## src/rtl/piso_serializer.sv

```systemverilog
// Parallel-in serial-out serializer with valid/ready load handshake and framing strobes.
// Words stream back-to-back when a new word is offered during the last-bit cycle.
module piso_serializer #(
    parameter int WIDTH     = 4,
    parameter bit MSB_FIRST = 1'b1
) (
    input  logic             clk,
    input  logic             clr,
    input  logic [WIDTH-1:0] din,
    input  logic             load_valid,
    output logic             load_ready,
    input  logic             stall,
    output logic             sout,
    output logic             sout_valid,
    output logic             done,
    output logic             busy
);

    localparam int CW = (WIDTH > 2) ? $clog2(WIDTH) : 1;
    localparam logic [CW-1:0] LAST = CW'(WIDTH - 1);

    localparam logic [0:0] S_IDLE  = 1'b0;
    localparam logic [0:0] S_SHIFT = 1'b1;

    logic [0:0]       state_q, state_d;
    logic [WIDTH-1:0] sr_q, sr_d;
    logic [CW-1:0]    cnt_q, cnt_d;
    logic             sout_q, sout_d;
    logic             sout_valid_q, sout_valid_d;
    logic             done_q, done_d;
    logic             accept;
    logic [WIDTH-1:0] sr_shifted;

    assign load_ready = !clr && !stall && (state_q == S_IDLE || cnt_q == LAST);
    assign accept     = load_valid && load_ready;
    assign busy       = (state_q == S_SHIFT);

    assign sr_shifted = MSB_FIRST ? {sr_q[WIDTH-2:0], 1'b0} : {1'b0, sr_q[WIDTH-1:1]};

    always_comb begin
        state_d = state_q;
        sr_d    = sr_q;
        cnt_d   = cnt_q;
        if (!stall) begin
            if (state_q == S_SHIFT && cnt_q != LAST) begin
                sr_d  = sr_shifted;
                cnt_d = cnt_q + CW'(1);
            end else if (accept) begin
                sr_d    = din;
                cnt_d   = '0;
                state_d = S_SHIFT;
            end else begin
                cnt_d   = '0;
                state_d = S_IDLE;
            end
        end
        // Outputs are registered copies of the next state, so a stall holds them too.
        sout_valid_d = (state_d == S_SHIFT);
        sout_d       = sout_valid_d & (MSB_FIRST ? sr_d[WIDTH-1] : sr_d[0]);
        done_d       = sout_valid_d && (cnt_d == LAST);
    end

    always_ff @(posedge clk or posedge clr) begin
        if (clr) begin
            state_q      <= S_IDLE;
            sr_q         <= '0;
            cnt_q        <= '0;
            sout_q       <= 1'b0;
            sout_valid_q <= 1'b0;
            done_q       <= 1'b0;
        end else begin
            state_q      <= state_d;
            sr_q         <= sr_d;
            cnt_q        <= cnt_d;
            sout_q       <= sout_d;
            sout_valid_q <= sout_valid_d;
            done_q       <= done_d;
        end
    end

    assign sout       = sout_q;
    assign sout_valid = sout_valid_q;
    assign done       = done_q;

endmodule

```

## config.mk

```make
export PLATFORM = sky130hd
export DESIGN_NAME = piso_serializer
export DESIGN_NICKNAME = d
export VERILOG_FILES = /design/src/rtl/piso_serializer.sv
export SDC_FILE = /design/constraint.sdc
export NUM_CORES = 1
export LEC_CHECK = 0
export CORE_AREA = 2 2 39 41
export DETAILED_ROUTE_END_ITERATION = 6
export DIE_AREA = 0 0 41 43
export HOLD_SLACK_MARGIN = 0.02
export PLACE_DENSITY_LB_ADDON = 0.15
export SLEW_MARGIN = 0
export SYNTH_ARGS = -nofsm -noshare
export SYNTH_HDL_FRONTEND = slang
export SYNTH_SLANG_ARGS = --single-unit
```

## constraint.sdc

```tcl
create_clock -name clk -period 1.7 [get_ports clk]
set_input_delay 0.34 -clock clk [delete_from_list [all_inputs] [get_ports clk]]
set_output_delay 0.34 -clock clk [all_outputs]
set_load 0.01 [all_outputs]
```

### Word-level counts from Yosys, hierarchy flattened

Cells that the tools add are included.

* input bits: 8
* register bits after elaboration: 9
* word-level logic and storage cells: 31
* output and inout port bits: 5

* add/subtract/negate cells: 1
* reduce and logical (&&, ||, !) cells: 10
* bitwise gates (word level): 3
* equality and inequality tests: 3
* mux-type cells: 8

Operators with widths (count)
* $mux 4: 3
* $logic_and 1x1->1: 5
* $eq 2x2->1 const B: 2
* $mux 2: 2
* $mux 1: 3
* $add 2x1->2 const B: 1
* $logic_not 1->1: 2
* $ne 2x2->1 const B: 1
* $not 1->1: 2
* $reduce_and 2->1: 1
* $reduce_bool 2->1: 1
* $and 1x1->1: 1
* $logic_or 1x1->1: 1

### Logic depth before layout (Yosys ltp)

* depth after elaboration: 8
* mapped depth: 5
* gate-level depth less buffers: 4

### Least setup slack after synthesis

OpenSTA, ideal clock, no wires.

* kind: register to register
* start: register cnt_q[0]
* end: register sr_q[1]
* arrival: 1284 ps
* buffers on the path: 1
* library setup time: 126 ps
* required time: 1574 ps
* period minus slack after synthesis: 1410 ps
* setup slack: 290 ps
* stages on the path, launching flop included: 6
* path through: dfrtp_1 ha_1 nor2b_2 buf_6 o21bai_4 a221o_1

* longest elaborated chain between the ends: 6
* elaborated cells on any way between the ends: 9
* classes of those cells: eq/ne (2); mux (1); reduce/logical (6)

Ends and longest elaborated chain
* start: declaration: line 27 `logic [CW-1:0] cnt_q, cnt_d;`
* start signal: assignment: line 74 `cnt_q <= cnt_d;`
* $eq 2x2->1: line 34 `assign load_ready = !clr && !stall && (state_q == S_IDLE || cnt_q == LAST);`
* $logic_or 1x1->1: line 34
* $logic_and 1x1->1: line 34
* $logic_and 1x1->1: line 35 `assign accept = load_valid && load_ready;`
* $reduce_bool 2->1 (no line)
* $reduce_and 2->1 (no line)
* end signal: assignment: line 73 `sr_q <= sr_d;`
* end: declaration: line 26 `logic [WIDTH-1:0] sr_q, sr_d;`

Parallel ways exist; a longest one is shown, timed or not.
A chain may end at the register's enable or synchronous reset.

==> summary.txt <==
Tmin final: 1590 ps
required time worst endpoint: 1360 ps
first-pass GRT wire length: 1630 microns
Clock Latency Late Sink: 260 ps
clk_skew: 1.55 ps
Hold Crit Class: in -> async
PD cells: 1400 nW/um^2
Antenna Cells: 0
drt drc: 0
switching fraction of total power: 33.5%
Synth Register Bits: 9
clock root buffer: clkbuf_4
# setup viols final: 0
DRT Pass-1 Iters: 4
Max Freq: 0.628 GHz
Tot GR Track Use: 13.8%
final net count: 75
top sig layer: met4
worst-margin pin slew: 355 ps
ANT nets after route: 0
largest net degree at the start of global routing: 13
Top FF cell, synth: dfrtp_1
clock slew at reported path FFs: 60 ps
Die Wd: 41 microns
die height: 43 microns
antenna violations before repair: 0
Vias: 391
CP startpoint kind: flop
Iter 0 DRT Violations: 10
EDFF count, synth: 0
post-CTS setup buffer count: 0
Yosys cell types: 24
final hold vios: 0
CTS Buffer Depth: 2
metal3 WL: 76 microns
Seq/Total Area, Yosys: 47.4%
io pins: 13
area share of the largest cell type after synthesis: 47.4%
max-cap viol count: 0
Synth warnings: 0
final worst path period share: 93.7%
status: completed
dpl ws: -260 ps
H-tree depth: 1
ys async rst share: 100%
multi-input combinational cell area: 218 sq um
Crit Path Class: reg -> out
fraction of layout cells with a size suffix above 1: 23.1%
CTS tree: built
top post-synthesis cells by area: dfrtp_1, a221o_1, nand2b_1, o21bai_4, and3b_1
FP Rows: 14
Clock power frac: 17.8%
Post-Route WL: 947 microns
area delta synth->final: 40.5%
routed wl met2: 377 microns
Switching Power: 314 uW
worst r2r path cells: 5
cts hold-fix bufs: 0
Seq. cell area: 225 sq um
Finished Layout Cells: 81
clock tree sinks: 9
CTS Buf Count: 3
max-slew violations: 0
combinational share of power: 46.2%
leading area contributor after synthesis: dfrtp_1
Mapped Nets: 54
CORE AREA: 1380 sq um
Pleak: 0.000308 uW
final setup margin: 107 ps
hpwl dp: 705 microns
vias per cell: 4.83
vias in the first global route: 356
synth cell count leaders: dfrtp_1, inv_1, nand2_1, nand2b_1, nor2_1
peak supply drop: 0.576 mV
Slew HR: 76.3%
kind of capture point of the worst setup path: primary output
Initial Utilization: 34.4%
Avg Cell Area, Syn: 10.6 sq um
GPL Wtd Cong: 0.680
WP data arrival: 1250 ps
synthesized instance count: 45
sequential share of power: 36.0%
internal power: 623 uW
die area: 1760 sq um
placed cell count: 77
CP Max Fanout: 4
port bufs: 12
filler cell count in the final layout: 154
setup slack, reg-to-reg: 230 ps
grt total ovfl: 0
most common cell in the synthesized netlist: dfrtp_1
routed len/inst: 11.7 microns
RSZ-0062 raised after global routing: false
met1 WL: 469 microns
Cell Area, Synth: 475 sq um
==> metrics by stage <==
stage / area (sq um) / hold slack, ps / total power [uW] / utilization (%) / setup TNS, ps
detailed placement: 644 / 487 / 777 / 46.6 / -296
CTS: 669 / 506 / 947 / 48.4 / 0
finish: 668 / 501 / 938 / 48.3 / 0
floorplan: 475 / 168 / 610 / - / 0
global route: 668 / 524 / 1010 / 48.3 / 0
global placement: 644 / 483 / 776 / 46.6 / -275
==> power groups by stage <==
stage,sequential (uW),clock [uW],combinational (uW)
2_1_floorplan,359,0,251
4_1_cts,339,171,437
5_1_grt,349,178,483
3_3_place_gp,340,0,437
6_report,338,167,433
3_5_place_dp,342,0,435
==> area by class of cell <==
| class | instances | area share, % |
|---|---|---|
| repair buffers | 19 | 25.1 |
| flip-flops and latches | 9 | 33.7 |
| well taps | 16 | 3.00 |
| multi-input cells | 30 | 32.6 |
| inverters | 3 | 1.69 |
| clock buffers | 4 | 3.93 |
==> kinds of logic after synthesis <==
| kind of cell | after synthesis | synth area share (%) |
|---|---|---|
| AOI/OAI and AO/OA | 11 | 19.0 |
| and+or+nand+nor | 18 | 23.7 |
| adders and majority gates | 1 | 2.63 |
| DFF | 9 | 47.4 |
| buffers and inverters | 6 | 7.37 |
==> placed cells by master (no fill, tap or decap) <==
cell	n
clkdlybuf4s50_1	11
dfrtp_1	9
buf_4	7
nand2_1	3
nand2b_1	3
nor2_1	3
inv_1	3
clkbuf_4	3
and3b_1	2
a221o_1	2
o21ai_1	2
a21oi_1	2
nand3_1	2
nor2b_2	1
nor2b_1	1
o21bai_4	1
or2_1	1
nor3b_2	1
a22oi_1	1
or4b_1	1
o31ai_1	1
a211oi_1	1
a22o_1	1
ha_2	1
clkbuf_1	1
clkbuf_2	1
==> repair_timing <==
| item | 4_1_cts | 5_1_grt |
|---|---|---|
| gates resized for setup | 1 | 3 |
| endpoints found under the setup margin | 1 | 1 |
| hold endpoints to repair | 0 | 0 |
==> flip-flops by register name (all words and copies together), names as in the netlist <==
| signal | cells |
|---|---|
| sout | 1 |
| done | 1 |
| sr_q | 4 |
| sout_valid | 1 |
| cnt_q | 2 |
==> critical path: stages, from the launching register on <==
cell	delay [ps]
dfrtp_1	340
buf_4	120
clkdlybuf4s50_1	530
==> worst paths after layout <==
path	startpoint	endpoint
hold reg to reg	sr_q[0]$_DFFE_PP0P_	sr_q[0]$_DFFE_PP0P_
min in group clk	sr_q[0]$_DFFE_PP0P_	sr_q[0]$_DFFE_PP0P_
setup / recovery	sout_valid$_DFF_PP0_	busy
max in group asynchronous	clr	cnt_q[1]$_DFF_PP0_
hold / removal	clr	sr_q[0]$_DFFE_PP0P_
setup reg to reg	cnt_q[0]$_DFF_PP0_	sr_q[2]$_DFFE_PP0P_
==> metal layers <==
metal  vias up  GRT usage, %
met4         0          8.00
met1       171          20.9
met2        16          18.1
met3         4          1.57
li1        200             -
met5         -             0
No activity file was read; power rests on OpenSTA's default activity.
